$ cat src/rtl/muldiv_unit_pkg.sv
// Shared constants for the iterative multiply/divide unit:
// op encodings, FSM state codes, default width and div-by-zero quotient.
package muldiv_unit_pkg;

    localparam int MD_WIDTH = 32;

    localparam logic [1:0] OP_MULT  = 2'b00;
    localparam logic [1:0] OP_MULTU = 2'b01;
    localparam logic [1:0] OP_DIV   = 2'b10;
    localparam logic [1:0] OP_DIVU  = 2'b11;

    localparam logic [1:0] S_IDLE = 2'd0;
    localparam logic [1:0] S_RUN  = 2'd1;
    localparam logic [1:0] S_FIX  = 2'd2;

    localparam logic [MD_WIDTH-1:0] DIV0_QUOT = '1;

endpackage

$ cat src/rtl/muldiv_step.sv
// One radix-2 iteration: shift-add multiply or restoring divide.
// Works on magnitudes; sign fix-up happens in the parent.
module muldiv_step #(
    parameter int WIDTH = 32
) (
    input  logic             is_div,
    input  logic [WIDTH-1:0] acc,
    input  logic [WIDTH-1:0] q,
    input  logic [WIDTH-1:0] opnd,
    output logic [WIDTH-1:0] acc_nxt,
    output logic [WIDTH-1:0] q_nxt
);

    logic [WIDTH:0] sum;
    logic [WIDTH:0] shifted;
    logic [WIDTH:0] diff;

    // Carry/borrow needs the extra bit of sum/diff.
    always_comb begin
        sum     = '0;
        shifted = '0;
        diff    = '0;
        acc_nxt = acc;
        q_nxt   = q;
        if (is_div) begin
            shifted = {acc, q[WIDTH-1]};
            diff    = shifted - {1'b0, opnd};
            acc_nxt = diff[WIDTH] ? shifted[WIDTH-1:0] : diff[WIDTH-1:0];
            q_nxt   = {q[WIDTH-2:0], ~diff[WIDTH]};
        end else begin
            sum     = {1'b0, acc} + (q[0] ? {1'b0, opnd} : '0);
            acc_nxt = sum[WIDTH:1];
            q_nxt   = {sum[0], q[WIDTH-1:1]};
        end
    end

endmodule

$ cat src/rtl/muldiv_unit.sv
// Iterative mult/multu/div/divu unit owning HI/LO.
// IDLE -> RUN (WIDTH iterations) -> FIX (sign fix, HI/LO write).
module muldiv_unit
    import muldiv_unit_pkg::*;
#(
    parameter int WIDTH = MD_WIDTH
) (
    input  logic             clk,
    input  logic             reset,
    input  logic             start,
    input  logic [1:0]       op,
    input  logic [WIDTH-1:0] a,
    input  logic [WIDTH-1:0] b,
    input  logic             hi_we,
    input  logic             lo_we,
    input  logic [WIDTH-1:0] wdata,
    output logic             busy,
    output logic             done,
    output logic [WIDTH-1:0] hi,
    output logic [WIDTH-1:0] lo
);

    localparam int CW = $clog2(WIDTH + 1);

    logic [1:0]       state;
    logic             is_div_q;
    logic             neg_q;
    logic             neg_r;
    logic             div0_q;
    logic [WIDTH-1:0] acc;
    logic [WIDTH-1:0] qreg;
    logic [WIDTH-1:0] opnd;
    logic [CW-1:0]    count;

    logic [WIDTH-1:0] acc_nxt;
    logic [WIDTH-1:0] q_nxt;

    logic             signed_op;
    logic             a_neg;
    logic             b_neg;
    logic [WIDTH-1:0] a_mag;
    logic [WIDTH-1:0] b_mag;

    logic [2*WIDTH-1:0] prod;
    logic [2*WIDTH-1:0] prod_s;
    logic [WIDTH-1:0]   quo;
    logic [WIDTH-1:0]   rem;
    logic [WIDTH-1:0]   fix_hi;
    logic [WIDTH-1:0]   fix_lo;

    muldiv_step #(.WIDTH(WIDTH)) u_step (
        .is_div  (is_div_q),
        .acc     (acc),
        .q       (qreg),
        .opnd    (opnd),
        .acc_nxt (acc_nxt),
        .q_nxt   (q_nxt)
    );

    // Operand magnitudes for launch; unsigned ops pass through.
    always_comb begin
        signed_op = ~op[0];
        a_neg     = signed_op & a[WIDTH-1];
        b_neg     = signed_op & b[WIDTH-1];
        a_mag     = a_neg ? -a : a;
        b_mag     = b_neg ? -b : b;
    end

    // Sign fix-up of the finished magnitude result.
    always_comb begin
        prod   = {acc, qreg};
        prod_s = neg_q ? -prod : prod;
        quo    = neg_q ? -qreg : qreg;
        rem    = neg_r ? -acc : acc;
        if (div0_q) begin
            quo = {WIDTH{DIV0_QUOT[0]}};
        end
        fix_hi = is_div_q ? rem : prod_s[2*WIDTH-1:WIDTH];
        fix_lo = is_div_q ? quo : prod_s[WIDTH-1:0];
    end

    // FSM, iteration state and architectural HI/LO.
    always_ff @(posedge clk or posedge reset) begin
        if (reset) begin
            state    <= S_IDLE;
            is_div_q <= 1'b0;
            neg_q    <= 1'b0;
            neg_r    <= 1'b0;
            div0_q   <= 1'b0;
            acc      <= '0;
            qreg     <= '0;
            opnd     <= '0;
            count    <= '0;
            hi       <= '0;
            lo       <= '0;
            done     <= 1'b0;
        end else begin
            done <= 1'b0;
            case (state)
                S_IDLE: begin
                    if (start) begin
                        is_div_q <= op[1];
                        neg_q    <= a_neg ^ b_neg;
                        neg_r    <= a_neg;
                        div0_q   <= op[1] & (b == '0);
                        acc      <= '0;
                        qreg     <= op[1] ? a_mag : b_mag;
                        opnd     <= op[1] ? b_mag : a_mag;
                        count    <= CW'(WIDTH);
                        state    <= S_RUN;
                    end else begin
                        if (hi_we) hi <= wdata;
                        if (lo_we) lo <= wdata;
                    end
                end
                S_RUN: begin
                    acc   <= acc_nxt;
                    qreg  <= q_nxt;
                    count <= count - CW'(1);
                    if (count == CW'(1)) state <= S_FIX;
                end
                S_FIX: begin
                    hi    <= fix_hi;
                    lo    <= fix_lo;
                    done  <= 1'b1;
                    state <= S_IDLE;
                end
                default: state <= S_IDLE;
            endcase
        end
    end

    assign busy = (state == S_RUN) || (state == S_FIX);

endmodule

$ cat config.mk
export PLATFORM = sky130hd
export DESIGN_NAME = muldiv_unit
export DESIGN_NICKNAME = d
export VERILOG_FILES = /design/src/rtl/muldiv_unit_pkg.sv /design/src/rtl/muldiv_step.sv /design/src/rtl/muldiv_unit.sv
export SDC_FILE = /design/constraint.sdc
export NUM_CORES = 1
export LEC_CHECK = 0
export ABC_AREA = 0
export BUFFER_PORTS_ARGS = -buffer_cell sky130_fd_sc_hd__buf_2
export CORE_MARGIN = 1.5
export CORE_UTILIZATION = 50
export CTS_BUF_LIST = sky130_fd_sc_hd__clkbuf_4 sky130_fd_sc_hd__clkbuf_8
export DETAILED_ROUTE_END_ITERATION = 10
export GPL_TIMING_DRIVEN = 0
export PLACE_DENSITY = 0.7
export SYNTH_ARGS = -nofsm -noshare
export SYNTH_HDL_FRONTEND = slang
export SYNTH_SLANG_ARGS = --single-unit
$ cat constraint.sdc
create_clock -name clk -period 5.5 [get_ports clk]
set_clock_uncertainty 0.2 [all_clocks]
set_input_delay 0 -clock clk [delete_from_list [all_inputs] [get_ports clk]]
set_output_delay 0 -clock clk [all_outputs]
set_load 0.005 [all_outputs]
==> results.md <==
Floorplan:
- The floorplan step set the die height to 176 µm.
- The number of top-level design ports is 169.
- The horizontal extent of the die is 176 µm.
- The initial cell density of the core is 50.7%.
- The floorplan step defined a die boundary enclosing 0.0310 mm².
- The initialized floorplan defines 63 standard-cell rows.
- The standard cell core area is 0.0296 mm².

Critical path:
- The largest individual stage delay along the critical path comes from the cell sky130_fd_sc_hd__o2111ai_1.
- STA puts the critical path data arrival time at 4.88 ns.
- The required time at the endpoint of the critical path is 5.68 ns.
- The signal on the critical path passes through inv_1 -> ha_1 -> fa_1 -> and2b_1 -> o31a_1 -> o211ai_1 -> o2111ai_1 -> nand4_1 -> a2111o_1 -> o2111ai_2 -> buf_6 -> buf_2 -> nor2_1 -> a31oi_1 -> o21bai_1.
- The startpoint-to-endpoint class of the critical path is register to register.
- The largest driver fanout on the critical path is 10.
- The delay of the slowest cell on the worst path is 0.55 ns.
- STA classifies the critical path startpoint as a register.
- Broken down by cell family, the worst path's largest delay share belongs to compound AO/OA/AOI/OAI gates.
- The buffers plus inverters on the worst setup path is 3.
- The type of destination of the critical path is a register.
- The worst reg-to-reg setup slack is 0.80 ns.

Global routing:
- The initial antenna violation count is 0.
- Global routing used 34.9% of the available tracks across all layers.
- Entering global routing, the biggest net connects 102 pins.
- The global-route wire length before repair is 83.5 mm.
- The global-route congestion overflow total is 0.
- The via count of the first global-routing pass is 15003.

STA:
- The slew at the pin closest to its max-slew limit is 0.866 ns.
- Timing would allow up to 213 MHz.
- Setup slack on the critical path of the routed design comes to 0.796 ns.
- The number of pins with negative max-slew slack in the final report was 0.
- The relative slew slack is 41.6%.
- The hold violation count in the final report came to 0.
- The post-layout minimum cycle time is 4.70 ns.
- The worst path uses 85.5% of the clock period.
- Setup violations remaining at the end of the flow were counted as 0.
- The accumulated negative setup slack is 0 ns.
- Setup repair after global routing left no endpoint under its margin.

CTS:
- The clock passes through at most 2 buffers.
- The number of sinks on the clock net is 173.
- The insertion delay to the later sink of the worst-skew pair is 0.52 ns.
- CTS placed an instance of sky130_fd_sc_hd__clkbuf_8 at the clock tree root.
- The post-CTS resize count is 0.
- TritonCTS built the clock tree.
- The number of buffers created by CTS is 17.
- The H-tree depth is 4.
- The clock transition time at the flip-flop clock pins of the worst setup and hold paths is 0.11 ns.

Place:
- At the end of routability-driven placement, the weighted congestion stood at 0.963.
- In this run the cell area measured after placement is 0.0164 mm².
- The detailed placement HPWL is 42.1 mm.
- Timing analysis after detailed placement gives a worst setup slack of 0.945 ns.
- The number of port buffers is 168.

Route:
- The detail route stage leaves a number of antenna-violating nets equal to 0.
- The number of vias per cell is 6.01.
- After the first detailed-routing iteration, the DRC count stood at 1423.
- The first-pass iteration count of the detailed router is 6.
- The routed length per placed instance is 20.6 µm.
- The final wirelength is 54.7 mm.
- The count of unresolved DRC violations after routing is 0.
- The via total after detailed routing is 15916.

Synth:
- When the netlist entered floorplanning its net count stood at 2096.
- The gate count after technology mapping is 1918.
- A synthesized cell averages 7.82 µm².
- For this run, asynchronously set or reset flops after synthesis account for 100%.
- The most numerous cell in the Yosys netlist is sky130_fd_sc_hd__a21oi_1.
- Sorting the synthesized cells by how often they occur yields 200 x sky130_fd_sc_hd__a21oi_1, 199 x sky130_fd_sc_hd__o21ai_0, 185 x sky130_fd_sc_hd__nor2_1.
- The number of enable flip-flop cells after synthesis is 0.
- The library cell with the largest summed area after synthesis is sky130_fd_sc_hd__dfrtp_1.
- In this run, synthesis produced a sequential element count of 173.
- The mapped netlist covers 0.0150 mm².
- The share of the synthesized area in the top cell type is 28.9%.
- The most used flip-flop cell after synthesis is sky130_fd_sc_hd__dfrtp_1.
- In this run, distinct cell masters in the synthesized netlist total 83.
- Yosys attributes the largest share of cell area to sky130_fd_sc_hd__dfrtp_1 29%, sky130_fd_sc_hd__xnor2_1 6.8%, sky130_fd_sc_hd__a21oi_1 6.7%.
- The sequential share of the synthesized area is 28.9%.
- During synthesis, Yosys emitted a total of 0 warnings.

Cells and area:
- With fillers left out, the area of the finished cells amounts to 0.0182 mm².
- The share of post-route cells with drive strength above 1 is 11.4%.
- The antenna cell count is 0.
- The area growth from synthesis to layout is 21.3%.
- The number of nets in the final layout is 2425.
- Measured on the finished design, the core utilization comes to 61.5%.

Power:
- For this design the static power due to leakage is 0.00792 µW.
- VDD sags by at most 272 µV.
- The total power per unit cell area is 594 mW/mm².

Min path:
- The tightest min-delay check is of the input pin to register type.

Flow run:
- The max-capacitance violation count is 0.

Status:
- The run finished with clean final reports.
power breakdown:
| group | total (µW) | internal [µW] | switching (µW) |
|---|---|---|---|
| combinational | 7320 | 2920 | 4400 |
| clock | 960 | 354 | 606 |
| sequential | 2530 | 1850 | 674 |
cell type report:
cell class	count	area, µm²
plain buffers	120	494
well taps	390	488
clock inverters	15	185
repair buffers	310	2280
multi-input cells	1556	9920
inverters	69	267
flip-flops and latches	173	4330
clock buffers	17	234
fillers	2638	11400
layer usage:
layer	vias up	global-route usage (%)	wire length, µm
met5	-	0	0
met2	782	55.7	24300
met1	7462	47.5	23500
met3	112	4.61	4500
met4	0	14.9	2370
li1	7560	-	-
metrics by stage:
stage / instances / power, µW / hold slack [ns]
after floorplan: 1918 / 7440 / -0.104
after global placement: 2476 / 9460 / 0.110
after detailed placement: 2477 / 9580 / -0.0978
after CTS: 2650 / 10600 / 0.00342
after global routing: 2650 / 11600 / 0.0420
final: 2650 / 10800 / 0.0337
what timing repair did:
action | in CTS | in global routing
hold buffers | 141 | 0
setup buffers | 0 | 0
endpoints found under the hold margin | 305 | 0
cell usage in the layout, fill, tap and decap left out, drive strengths merged, types with 4 or more instances in the layout:
cell type / instances
or3: 21
dfrtp: 173
nor3: 51
xor2: 60
o211ai: 10
nor3b: 9
a22oi: 17
o41ai: 12
o2111ai: 5
nor4: 14
o21bai: 7
nand3: 31
nor2b: 16
dlygate4sd3: 141
nand4: 10
clkbuf: 113
o22ai: 36
o21ai: 206
ha: 73
a21oi: 200
and2: 11
or4: 8
nand2: 178
a311oi: 4
nand2b: 19
o221ai: 6
mux2i: 51
buf: 193
a211oi: 32
o21a: 17
and3: 7
mux2: 20
a31oi: 15
nor2: 185
o31ai: 24
inv: 76
a21o: 38
xnor2: 116
clkinv: 7
path summary, 6_finish.rpt:
| check | start | endpoint | cells after the start |
|---|---|---|---|
| worst min register to register | hi[28]$_DFFE_PP0P_ | hi[28]$_DFFE_PP0P_ | 2 |
| worst min-delay path | b[14] | opnd[14]$_DFFE_PP0P_ | 5 |
| max in group asynchronous | reset | acc[4]$_DFFE_PP0P_ | 5 |
| worst max register to register | qreg[31]$_DFFE_PP0P_ | acc[29]$_DFFE_PP0P_ | 15 |
| min in group asynchronous | reset | lo[3]$_DFFE_PP0P_ | 4 |
| worst max-delay path | qreg[31]$_DFFE_PP0P_ | acc[29]$_DFFE_PP0P_ | 15 |
kinds of logic after synthesis:
family          Yosys count  synth area share [%]
flops                   173                  28.9
fa+ha+maj                75                  6.36
xor+xnor                176                  10.3
mux                      71                  4.90
simple gates            576                  18.0
buf+inv                 189                  5.02
compound gates          658                  26.6
worst register-to-register path, delay by kind of cell (launching register included):
| kind | cells | cell delay [ns] |
|---|---|---|
| AND/OR/NAND/NOR | 3 | 0.64 |
| AO/OA/AOI/OAI | 7 | 2.05 |
| adder cells (fa/ha/maj) | 2 | 0.63 |
| buffers and inverters | 3 | 0.63 |
| flip-flops | 1 | 0.43 |
flip-flops by register name (all words and copies together) (netlist names):
register  cells
count         6
acc          32
lo           32
neg_r         1
state         2
hi           32
neg_q         1
is_div_q      1
qreg         32
opnd         32
done          1
div0_q        1
Note: power is estimated with default switching activity, not from simulation.
